**config.mk**
```make
export PLATFORM = sky130hd
export DESIGN_NAME = calc_engine
export DESIGN_NICKNAME = d
export VERILOG_FILES = /design/src/rtl/calc_pkg.sv /design/src/rtl/calc_divider.sv /design/src/rtl/calc_engine.sv
export SDC_FILE = /design/constraint.sdc
export NUM_CORES = 1
export LEC_CHECK = 0
export CORE_MARGIN = 2
export CORE_UTILIZATION = 45
export CTS_BUF_LIST = sky130_fd_sc_hd__clkbuf_4
export DETAILED_ROUTE_END_ITERATION = 8
export HOLD_SLACK_MARGIN = 0.12
export PLACE_DENSITY = 0.67
export RECOVER_POWER = 25
export SLEW_MARGIN = 20
export SYNTH_ARGS = -nofsm -noshare
export SYNTH_HDL_FRONTEND = slang
export SYNTH_SLANG_ARGS = --single-unit
```
**constraint.sdc**
```tcl
create_clock -name clk -period 7.85 [get_ports clk]
set_input_delay 1.57 -clock clk [delete_from_list [all_inputs] [get_ports clk]]
set_output_delay 1.57 -clock clk [all_outputs]
set_load 0.02 [all_outputs]
```
**src/rtl/calc_pkg.sv**
```systemverilog
// -----------------------------------------------------------------------------
// calc_pkg
// Shared types and constants for the calculator engine and its divider.
//   arithmetic_t   : operation selected by the arif buttons
//   state_t        : entry/compute stages of the calculator FSM
//   LED_*          : one-hot stage indicator patterns driven onto led
//   pick_operation : lowest-index pressed operation button wins
// -----------------------------------------------------------------------------
package calc_pkg;

    typedef enum logic [1:0] {
        PLUS           = 2'd0,
        SUBTRACTION    = 2'd1,
        MULTIPLICATION = 2'd2,
        DIVISION       = 2'd3
    } arithmetic_t;

    typedef enum logic [1:0] {
        WAIT_A,
        WAIT_B,
        READY,
        DIVIDE
    } state_t;

    localparam logic [2:0] LED_WAIT_A = 3'b001;
    localparam logic [2:0] LED_WAIT_B = 3'b010;
    localparam logic [2:0] LED_READY  = 3'b100;

    // Only meaningful when at least one bit of ev is set.
    function automatic arithmetic_t pick_operation(input logic [3:0] ev);
        arithmetic_t op;
        if (ev[0])
            op = PLUS;
        else if (ev[1])
            op = SUBTRACTION;
        else if (ev[2])
            op = MULTIPLICATION;
        else
            op = DIVISION;
        return op;
    endfunction

endpackage

```
**src/rtl/calc_divider.sv**
```systemverilog
// -----------------------------------------------------------------------------
// calc_divider
// Restoring unsigned divider producing one quotient bit per clock.
//   clk, rst  : clock and asynchronous active-high reset (aborts a division)
//   start     : one-cycle request; operands are captured on this edge
//   dividend  : IN_WIDTH-bit unsigned numerator
//   divisor   : IN_WIDTH-bit unsigned denominator (caller guarantees non-zero)
//   done      : high in the cycle whose closing edge finishes the last step
//   quotient  : final quotient, valid while done is high
// Operands load on the start edge k; quotient bits are produced on edges
// k+1 .. k+IN_WIDTH, so the caller can take the answer on edge k+IN_WIDTH.
// -----------------------------------------------------------------------------
module calc_divider
    import calc_pkg::*;
#(
    parameter int IN_WIDTH = 4
) (
    input  logic                clk,
    input  logic                rst,
    input  logic                start,
    input  logic [IN_WIDTH-1:0] dividend,
    input  logic [IN_WIDTH-1:0] divisor,
    output logic                done,
    output logic [IN_WIDTH-1:0] quotient
);

    localparam int CW = $clog2(IN_WIDTH + 1);

    logic [CW-1:0]       count;
    logic [IN_WIDTH-1:0] rem;
    logic [IN_WIDTH-1:0] quo;
    logic [IN_WIDTH-1:0] dvs;
    logic [IN_WIDTH:0]   rem_shift;
    logic [IN_WIDTH-1:0] rem_next;
    logic [IN_WIDTH-1:0] quo_next;

    // One restoring step: shift the next dividend bit into the partial
    // remainder and subtract the divisor only if it fits.
    always_comb begin
        rem_shift = {rem, quo[IN_WIDTH-1]};
        rem_next  = rem_shift[IN_WIDTH-1:0];
        quo_next  = {quo[IN_WIDTH-2:0], 1'b0};
        if (rem_shift >= {1'b0, dvs}) begin
            rem_next = IN_WIDTH'(rem_shift - {1'b0, dvs});
            quo_next = {quo[IN_WIDTH-2:0], 1'b1};
        end
    end

    assign done     = (count == CW'(1));
    assign quotient = quo_next;

    // The quotient register doubles as the dividend shift register.
    always_ff @(posedge clk or posedge rst) begin
        if (rst) begin
            count <= '0;
            rem   <= '0;
            quo   <= '0;
            dvs   <= '0;
        end else if (start) begin
            count <= CW'(IN_WIDTH);
            rem   <= '0;
            quo   <= dividend;
            dvs   <= divisor;
        end else if (count != '0) begin
            count <= count - CW'(1);
            rem   <= rem_next;
            quo   <= quo_next;
        end
    end

endmodule

```
**src/rtl/calc_engine.sv**
```systemverilog
// -----------------------------------------------------------------------------
// calc_engine
// Button-driven two-operand calculator: enter A, enter B, pick an operation.
//   clk, rst     : clock and asynchronous active-high reset
//   in_number    : unsigned operand sampled on an enter press
//   key          : enter buttons, bit0 = operand A, bit1 = operand B
//   arif         : operation buttons, bit0 +, bit1 -, bit2 *, bit3 /
//   result       : signed RES_WIDTH-bit result of the last operation
//   result_valid : one-cycle pulse whenever result/error update
//   error        : set when the last operation divided by zero
//   busy         : high while a division is running
//   led          : one-hot entry stage (001 A, 010 B, 100 ready/dividing)
// -----------------------------------------------------------------------------
module calc_engine
    import calc_pkg::*;
#(
    parameter  int IN_WIDTH  = 4,
    localparam int RES_WIDTH = 2 * IN_WIDTH + 1
) (
    input  logic                 clk,
    input  logic                 rst,
    input  logic [IN_WIDTH-1:0]  in_number,
    input  logic [1:0]           key,
    input  logic [3:0]           arif,
    output logic [RES_WIDTH-1:0] result,
    output logic                 result_valid,
    output logic                 error,
    output logic                 busy,
    output logic [2:0]           led
);

    localparam int PAD = RES_WIDTH - IN_WIDTH;

    state_t               state, state_next;
    logic [IN_WIDTH-1:0]  a_reg, a_next;
    logic [IN_WIDTH-1:0]  b_reg, b_next;
    logic [RES_WIDTH-1:0] result_reg, result_next;
    logic                 valid_reg, valid_next;
    logic                 error_reg, error_next;
    logic [1:0]           key_q;
    logic [3:0]           arif_q;
    logic                 primed;
    logic [1:0]           key_ev;
    logic [3:0]           arif_ev;
    logic [RES_WIDTH-1:0] a_ext, b_ext;
    logic                 div_start;
    logic                 div_done;
    logic [IN_WIDTH-1:0]  quotient;

    // No events on the first edge after reset: a button already held at
    // release is captured into the edge registers and must be released
    // before it can produce a press.
    assign key_ev  = primed ? (key  & ~key_q)  : 2'b00;
    assign arif_ev = primed ? (arif & ~arif_q) : 4'b0000;

    assign a_ext = {{PAD{1'b0}}, a_reg};
    assign b_ext = {{PAD{1'b0}}, b_reg};

    calc_divider #(.IN_WIDTH(IN_WIDTH)) u_divider (
        .clk      (clk),
        .rst      (rst),
        .start    (div_start),
        .dividend (a_reg),
        .divisor  (b_reg),
        .done     (div_done),
        .quotient (quotient)
    );

    // Next-state logic. Enter keys take precedence over operation buttons,
    // and every button event is ignored while dividing.
    always_comb begin
        state_next  = state;
        a_next      = a_reg;
        b_next      = b_reg;
        result_next = result_reg;
        valid_next  = 1'b0;
        error_next  = error_reg;
        div_start   = 1'b0;
        case (state)
            WAIT_A, WAIT_B, READY: begin
                if (key_ev[0]) begin
                    a_next     = in_number;
                    error_next = 1'b0;
                    state_next = WAIT_B;
                end else if (key_ev[1] && state != WAIT_A) begin
                    b_next     = in_number;
                    state_next = READY;
                end else if (state == READY && arif_ev != 4'b0000) begin
                    valid_next = 1'b1;
                    error_next = 1'b0;
                    state_next = WAIT_A;
                    case (pick_operation(arif_ev))
                        PLUS:           result_next = a_ext + b_ext;
                        SUBTRACTION:    result_next = a_ext - b_ext;
                        MULTIPLICATION: result_next = a_ext * b_ext;
                        DIVISION: begin
                            if (b_reg == '0) begin
                                result_next = '0;
                                error_next  = 1'b1;
                            end else begin
                                valid_next  = 1'b0;
                                div_start   = 1'b1;
                                state_next  = DIVIDE;
                            end
                        end
                        default:        result_next = result_reg;
                    endcase
                end
            end
            DIVIDE: begin
                if (div_done) begin
                    result_next = {{PAD{1'b0}}, quotient};
                    valid_next  = 1'b1;
                    error_next  = 1'b0;
                    state_next  = WAIT_A;
                end
            end
            default: state_next = WAIT_A;
        endcase
    end

    // State, operand and result registers plus the button edge history.
    always_ff @(posedge clk or posedge rst) begin
        if (rst) begin
            state      <= WAIT_A;
            a_reg      <= '0;
            b_reg      <= '0;
            result_reg <= '0;
            valid_reg  <= 1'b0;
            error_reg  <= 1'b0;
            key_q      <= '0;
            arif_q     <= '0;
            primed     <= 1'b0;
        end else begin
            state      <= state_next;
            a_reg      <= a_next;
            b_reg      <= b_next;
            result_reg <= result_next;
            valid_reg  <= valid_next;
            error_reg  <= error_next;
            key_q      <= key;
            arif_q     <= arif;
            primed     <= 1'b1;
        end
    end

    // Stage indicator and busy flag decoded from the current state.
    always_comb begin
        led  = LED_WAIT_A;
        busy = 1'b0;
        case (state)
            WAIT_A: led = LED_WAIT_A;
            WAIT_B: led = LED_WAIT_B;
            READY:  led = LED_READY;
            DIVIDE: begin
                led  = LED_READY;
                busy = 1'b1;
            end
            default: led = LED_WAIT_A;
        endcase
    end

    assign result       = result_reg;
    assign result_valid = valid_reg;
    assign error        = error_reg;

endmodule

```
==> run metrics, run 1 <==
Final TNS setup 0 ns; Avg Inst Size Synth 9.86 µm²; commonest register cell after synthesis dfrtp_1; Yosys cell types 66; number of remaining DRC errors 0; Tmin final 3.81 ns; Total Routing Usage GR 18.7%; crit-path max FO 43; synth warn 0; Post-DP HPWL 4.90 mm; mapped cell area 3040 µm²; top cells by area, synth dfrtp_1, ha_1, fa_1; DR vias 2,290; antenna cells 0; RR Startpoint b_reg[3]; number of synthesized register bits 43; RSZ-0062 raised after global routing false; slew of the pin with the lowest slew margin 2.31 ns; largest net degree at the start of global routing 44; area delta synth->final 11.9%; top sig layer met4; gpl congestion 0.866; Startpoint Class input pin; Final Setup Violations 0; TritonRoute pass-1 iters 4; Resized cells post-CTS 0; max_slew headroom -54.1%; Largest register FFs 9; Worst Hold End error; Port-buffer cells 26; sequential area share after synthesis 35.4%; worst skew pair latency 0.35 ns; most common cell in the synthesized netlist dfrtp_1; num rows 29; critical path startpoint rst; clock skew 0.0111 ns; die width 86.2 µm; Clock transition at path regs 0.11 ns; M1 WL 3.22 mm; worst-path cell chain dlygate4sd3_1 -> clkinv_1 -> clkbuf_1; Worst R2R Path Depth 10; fin crit share 48.6%; setup bufs post-CTS 0; max_cap viols 1; nets 379; Min Hold Slack 0.510 ns; commonest cells in the synthesized netlist dfrtp_1, ha_1, inv_1, nor2_1, nand2_1; post-synth top area share 35.4%; Post-synth EDFFs 0; initial antenna violation count 0; number of I/O pins 27; max-slew violations 44; Hold WC Path Type reg2reg; PD cells 389 nW/µm²; CP max-delay cell clkbuf_1; die span in y 86.2 µm; total core area 6420 µm²; status finished, violations left; Max Root-Sink Buffers 2; fraction of layout cells with a size suffix above 1 6.59%; violated checks max-capacitance violations, max-slew violations; min-delay src error; fraction of registers with async set/reset 100%; CTS buffer count 5; Leak 1.53 nW; Initial Util 47.3%; Worst R2R End result[4]; critical path capture point type asynchronous set/reset pin; critical setup path kind in2async; H-tree lvl count 2; global route overflow 0; met3 WL 221 µm; Detailed Route WL 6.33 mm; Synth Net Count 354; CP required 7.85 ns; final hold vios 0; crit path DAT 3.81 ns; Root Driver clkbuf_4; Final ANT Viol Nets 0; routed len/inst 15.4 µm; Die ar. 7420 µm²; Core Util, Final 52.9%; worst hold stages 1; Clock Sinks 43; Vias/cell 5.57; setup slack, reg-to-reg 4.65 ns; CTS tree built; peak supply drop 0.175 mV; number of DRC markers in iteration 0 149; met2 wire len 2.83 mm; vias in the first global route 2,243; # hold bufs at CTS 0; fmax 262 MHz; Synth area leader dfrtp_1; slowest cell delay on critical path 1.64 ns; global-route wire length before repair 11.0 mm; Synth Instances 308
layer usage:
| metal | vias to the layer above | track usage [%] |
|---|---|---|
| li1 | 1142 | - |
| met1 | 1094 | 27.4 |
| met2 | 47 | 29.0 |
| met3 | 7 | 2.89 |
| met4 | 0 | 4.47 |
| met5 | - | 0 |
cell type report:
type	instances	area [µm²]
Tap cell	77	96.3
Clock buffer	6	45.0
Inverter	27	101
Fill cell	574	3020
Sequential cell	43	1080
Clock inverter	2	7.51
Multi-Input combinational cell	229	1810
Timing Repair Buffer	27	264
worst max path at each step:
| stage | end | cells after the start |
|---|---|---|
| floorplan | result[0] | 7 |
| global placement | u_divider.dvs[0] | 5 |
| detailed placement | u_divider.dvs[0] | 5 |
| CTS | busy | 3 |
| global route | b_reg[3] | 3 |
| finish | arif_q[3] | 3 |
kinds of logic after synthesis:
| group | count (synthesis) | synth area share [%] |
|---|---|---|
| and+or+nand+nor | 104 | 19.2 |
| AOI/OAI and AO/OA | 69 | 17.0 |
| DFF | 43 | 35.4 |
| buffers and inverters | 36 | 5.07 |
| adders and majority gates | 34 | 15.7 |
| muxes | 15 | 5.81 |
| xor gates and xnor gates | 6 | 1.73 |
| other | 1 | 0.123 |
cell usage in the layout (no fill, tap or decap), types with 5 or more instances in the layout:
| cell type | count |
|---|---|
| clkbuf_4 | 6 |
| o21ai_0 | 11 |
| nor2_1 | 26 |
| dfrtp_1 | 43 |
| nand2b_1 | 5 |
| clkdlybuf4s50_1 | 19 |
| nor3_1 | 6 |
| mux2i_1 | 6 |
| o21ai_1 | 9 |
| a21o_1 | 5 |
| and2_1 | 7 |
| a21oi_1 | 6 |
| fa_1 | 7 |
| a31oi_1 | 7 |
| nor2b_1 | 9 |
| inv_1 | 25 |
| nand2_1 | 20 |
| dlygate4sd3_1 | 7 |
| nand3_1 | 6 |
| ha_1 | 27 |
critical path, delay by kind of cell:
kind	cells	cell delay, ns
buffers and inverters	3	2.22
stage by stage:
step	power [mW]	std cells	setup slack (ns)	cell area (µm²)
2_1_floorplan	1.00	308	4.85	3040
3_3_place_gp	1.20	403	3.87	3350
3_5_place_dp	1.22	403	3.78	3350
4_1_cts	1.34	411	4.17	3400
5_1_grt	1.46	411	3.45	3400
6_report	1.32	411	4.04	3400
power breakdown:
group	switching, mW	internal [mW]	total, mW
registers	0.0848	0.305	0.390
logic	0.446	0.381	0.827
clock network	0.0694	0.0368	0.106
(Power assumes the default switching activity.)
==> inputs of run 2 (changes only) <==
PLACE_DENSITY = 0.69   (was 0.67)
clock period = 3.2 ns   (was 7.85 ns; I/O delays follow)
==> run 2 against run 1 <==
Effect of this change:
- the run now ends clean
- clock-buffer cell count is 1 lower
- final area rose by 2.6%
- routed wire length increased by 6.6%
- register-to-register slack got worse by 4.5 ns
- clock power rose to 4.1 times the previous value
- non-clock buffer count grew 4
- global-route usage up 1.2 points
- first-iteration DRC count fell by 2.0%
- worst setup slack worse by 3.8 ns
- critical path depth grew 7
- combinational power grew to 2.5 times the previous value
- critical endpoint is now result[4]
- largest cell class unchanged
==> run metrics, run 2 (synthesized netlist as in run 1, its figures left out) <==
antenna cells 0; highest-count cells in the layout ignoring fill and taps dfrtp_1, ha_1, nor2_1, inv_1, nand2_1; Placed Cells 407; Initial Util 47.3%; Setup WS pre-CTS 0.172 ns; worst skew pair latency 0.37 ns; DR vias 2,341; total core area 6420 µm²; Port-buffer cells 26; met3 WL 316 µm; met2 wire len 3.11 mm; Post-DP HPWL 5.08 mm; slowest cell delay on critical path 0.56 ns; Root Driver clkbuf_4; global route overflow 0; final setup margin 0.198 ns; Tmin final 3.00 ns; CTS buffer count 5; clock skew 0.00972 ns; CP required 3.46 ns; Die ar. 7420 µm²; setup bufs post-CTS 0; global-route wire length before repair 11.5 mm; fmax 333 MHz; fin cells 415; routed len/inst 16.3 µm; Startpoint Class flop; Detailed Route WL 6.75 mm; most common cell after layout, fill and taps aside dfrtp_1; nets 383; Clock transition at path regs 0.14 ns; Hold WC Path Type reg2reg; number of remaining DRC errors 0; Total Routing Usage GR 19.9%; RSZ-0062 raised after global routing false; gpl congestion 0.941; Vias/cell 5.64; peak supply drop 0.436 mV; Most Frequent Cell on Critical Path fa_1; die span in y 86.2 µm; CTS tree built; max_slew headroom 26.6%; status complete, no violations; max_cap viols 0; crit-path max FO 6; Final ANT Viol Nets 0; Clock Sinks 43; fraction of layout cells with a size suffix above 1 9.17%; M1 WL 3.19 mm; largest net degree at the start of global routing 29; vias in the first global route 2,324; die width 86.2 µm; critical path capture point type flop; number of DRC markers in iteration 0 146; fin crit share 93.8%; max-slew violations 0; num rows 29; critical setup path kind reg2reg; slew of the pin with the lowest slew margin 1.10 ns; PD cells 989 nW/µm²; Resized cells post-CTS 0; top sig layer met4; worst-path cell chain nand2_1 -> fa_1 -> inv_1 -> fa_1 -> inv_1 -> fa_1 -> xnor2_1 -> a221o_1 -> o311ai_0 -> mux2i_1; H-tree lvl count 2; Leak 1.58 nW; final hold vios 0; area delta synth->final 14.8%; crit path DAT 3.27 ns; initial antenna violation count 0; Final TNS setup 0 ns; number of I/O pins 27; # hold bufs at CTS 0; TritonRoute pass-1 iters 4; CP max-delay cell fa_1; Final Setup Violations 0; Max Root-Sink Buffers 2; Largest register FFs 9
run 2: metrics by stage:
step	hold slack, ns	area [µm²]	util, %	power [mW]
final	0.507	3490	54.3	3.45
after global routing	0.554	3490	54.3	3.78
after CTS	0.517	3480	54.3	3.46
after detailed placement	0.480	3380	52.6	3.00
after global placement	0.477	3380	52.6	2.95
after floorplan	0.465	3040	-	2.46
run 2: worst paths after layout:
check                               from   endpoint  slack [ns]  cells after the start
worst min-delay path               error      error        0.51                      1
worst max register to register  b_reg[3]  result[4]        0.20                     10
worst min register to register     error      error        0.51                      1
max in group asynchronous            rst   b_reg[3]        1.41                      3
min in group asynchronous            rst  result[4]        0.97                      2
worst max-delay path            b_reg[3]  result[4]        0.20                     10
run 2: where the power goes:
group | total, mW | switching, mW | internal (mW)
Sequential | 0.938 | 0.188 | 0.750
Combinational | 2.07 | 1.12 | 0.952
Clock | 0.439 | 0.197 | 0.243
run 2: area by class of cell:
| cell class | count | area, µm² |
|---|---|---|
| multi-input cells | 229 | 1810 |
| flip-flops and latches | 43 | 1080 |
| inverters | 27 | 101 |
| clock buffers | 5 | 37.5 |
| fillers | 581 | 2940 |
| clock inverters | 3 | 67.6 |
| repair buffers | 31 | 298 |
| well taps | 77 | 96.3 |
run 2: per-layer routing:
| metal | global-route usage [%] | up-vias |
|---|---|---|
| met5 | 0 | - |
| met4 | 6.93 | 0 |
| met3 | 4.33 | 12 |
| met2 | 29.7 | 62 |
| met1 | 28.5 | 1122 |
| li1 | - | 1145 |
run 2: worst max-delay path: cells and delay by family (launching register included):
family	cells	cell delay, ns
adder cells (fa/ha/maj)	3	1.57
multiplexers	1	0.12
XOR/XNOR	1	0.15
AND/OR/NAND/NOR	1	0.09
buffers and inverters	2	0.13
flip-flops	1	0.44
AO/OA/AOI/OAI	2	0.41
==> inputs of run 3 (changes only) <==
CTS_CLUSTER_DIAMETER = 100   (was unset)
==> results of run 3 <==
The final DEF is identical to that of run 2; final timing and power are the same.
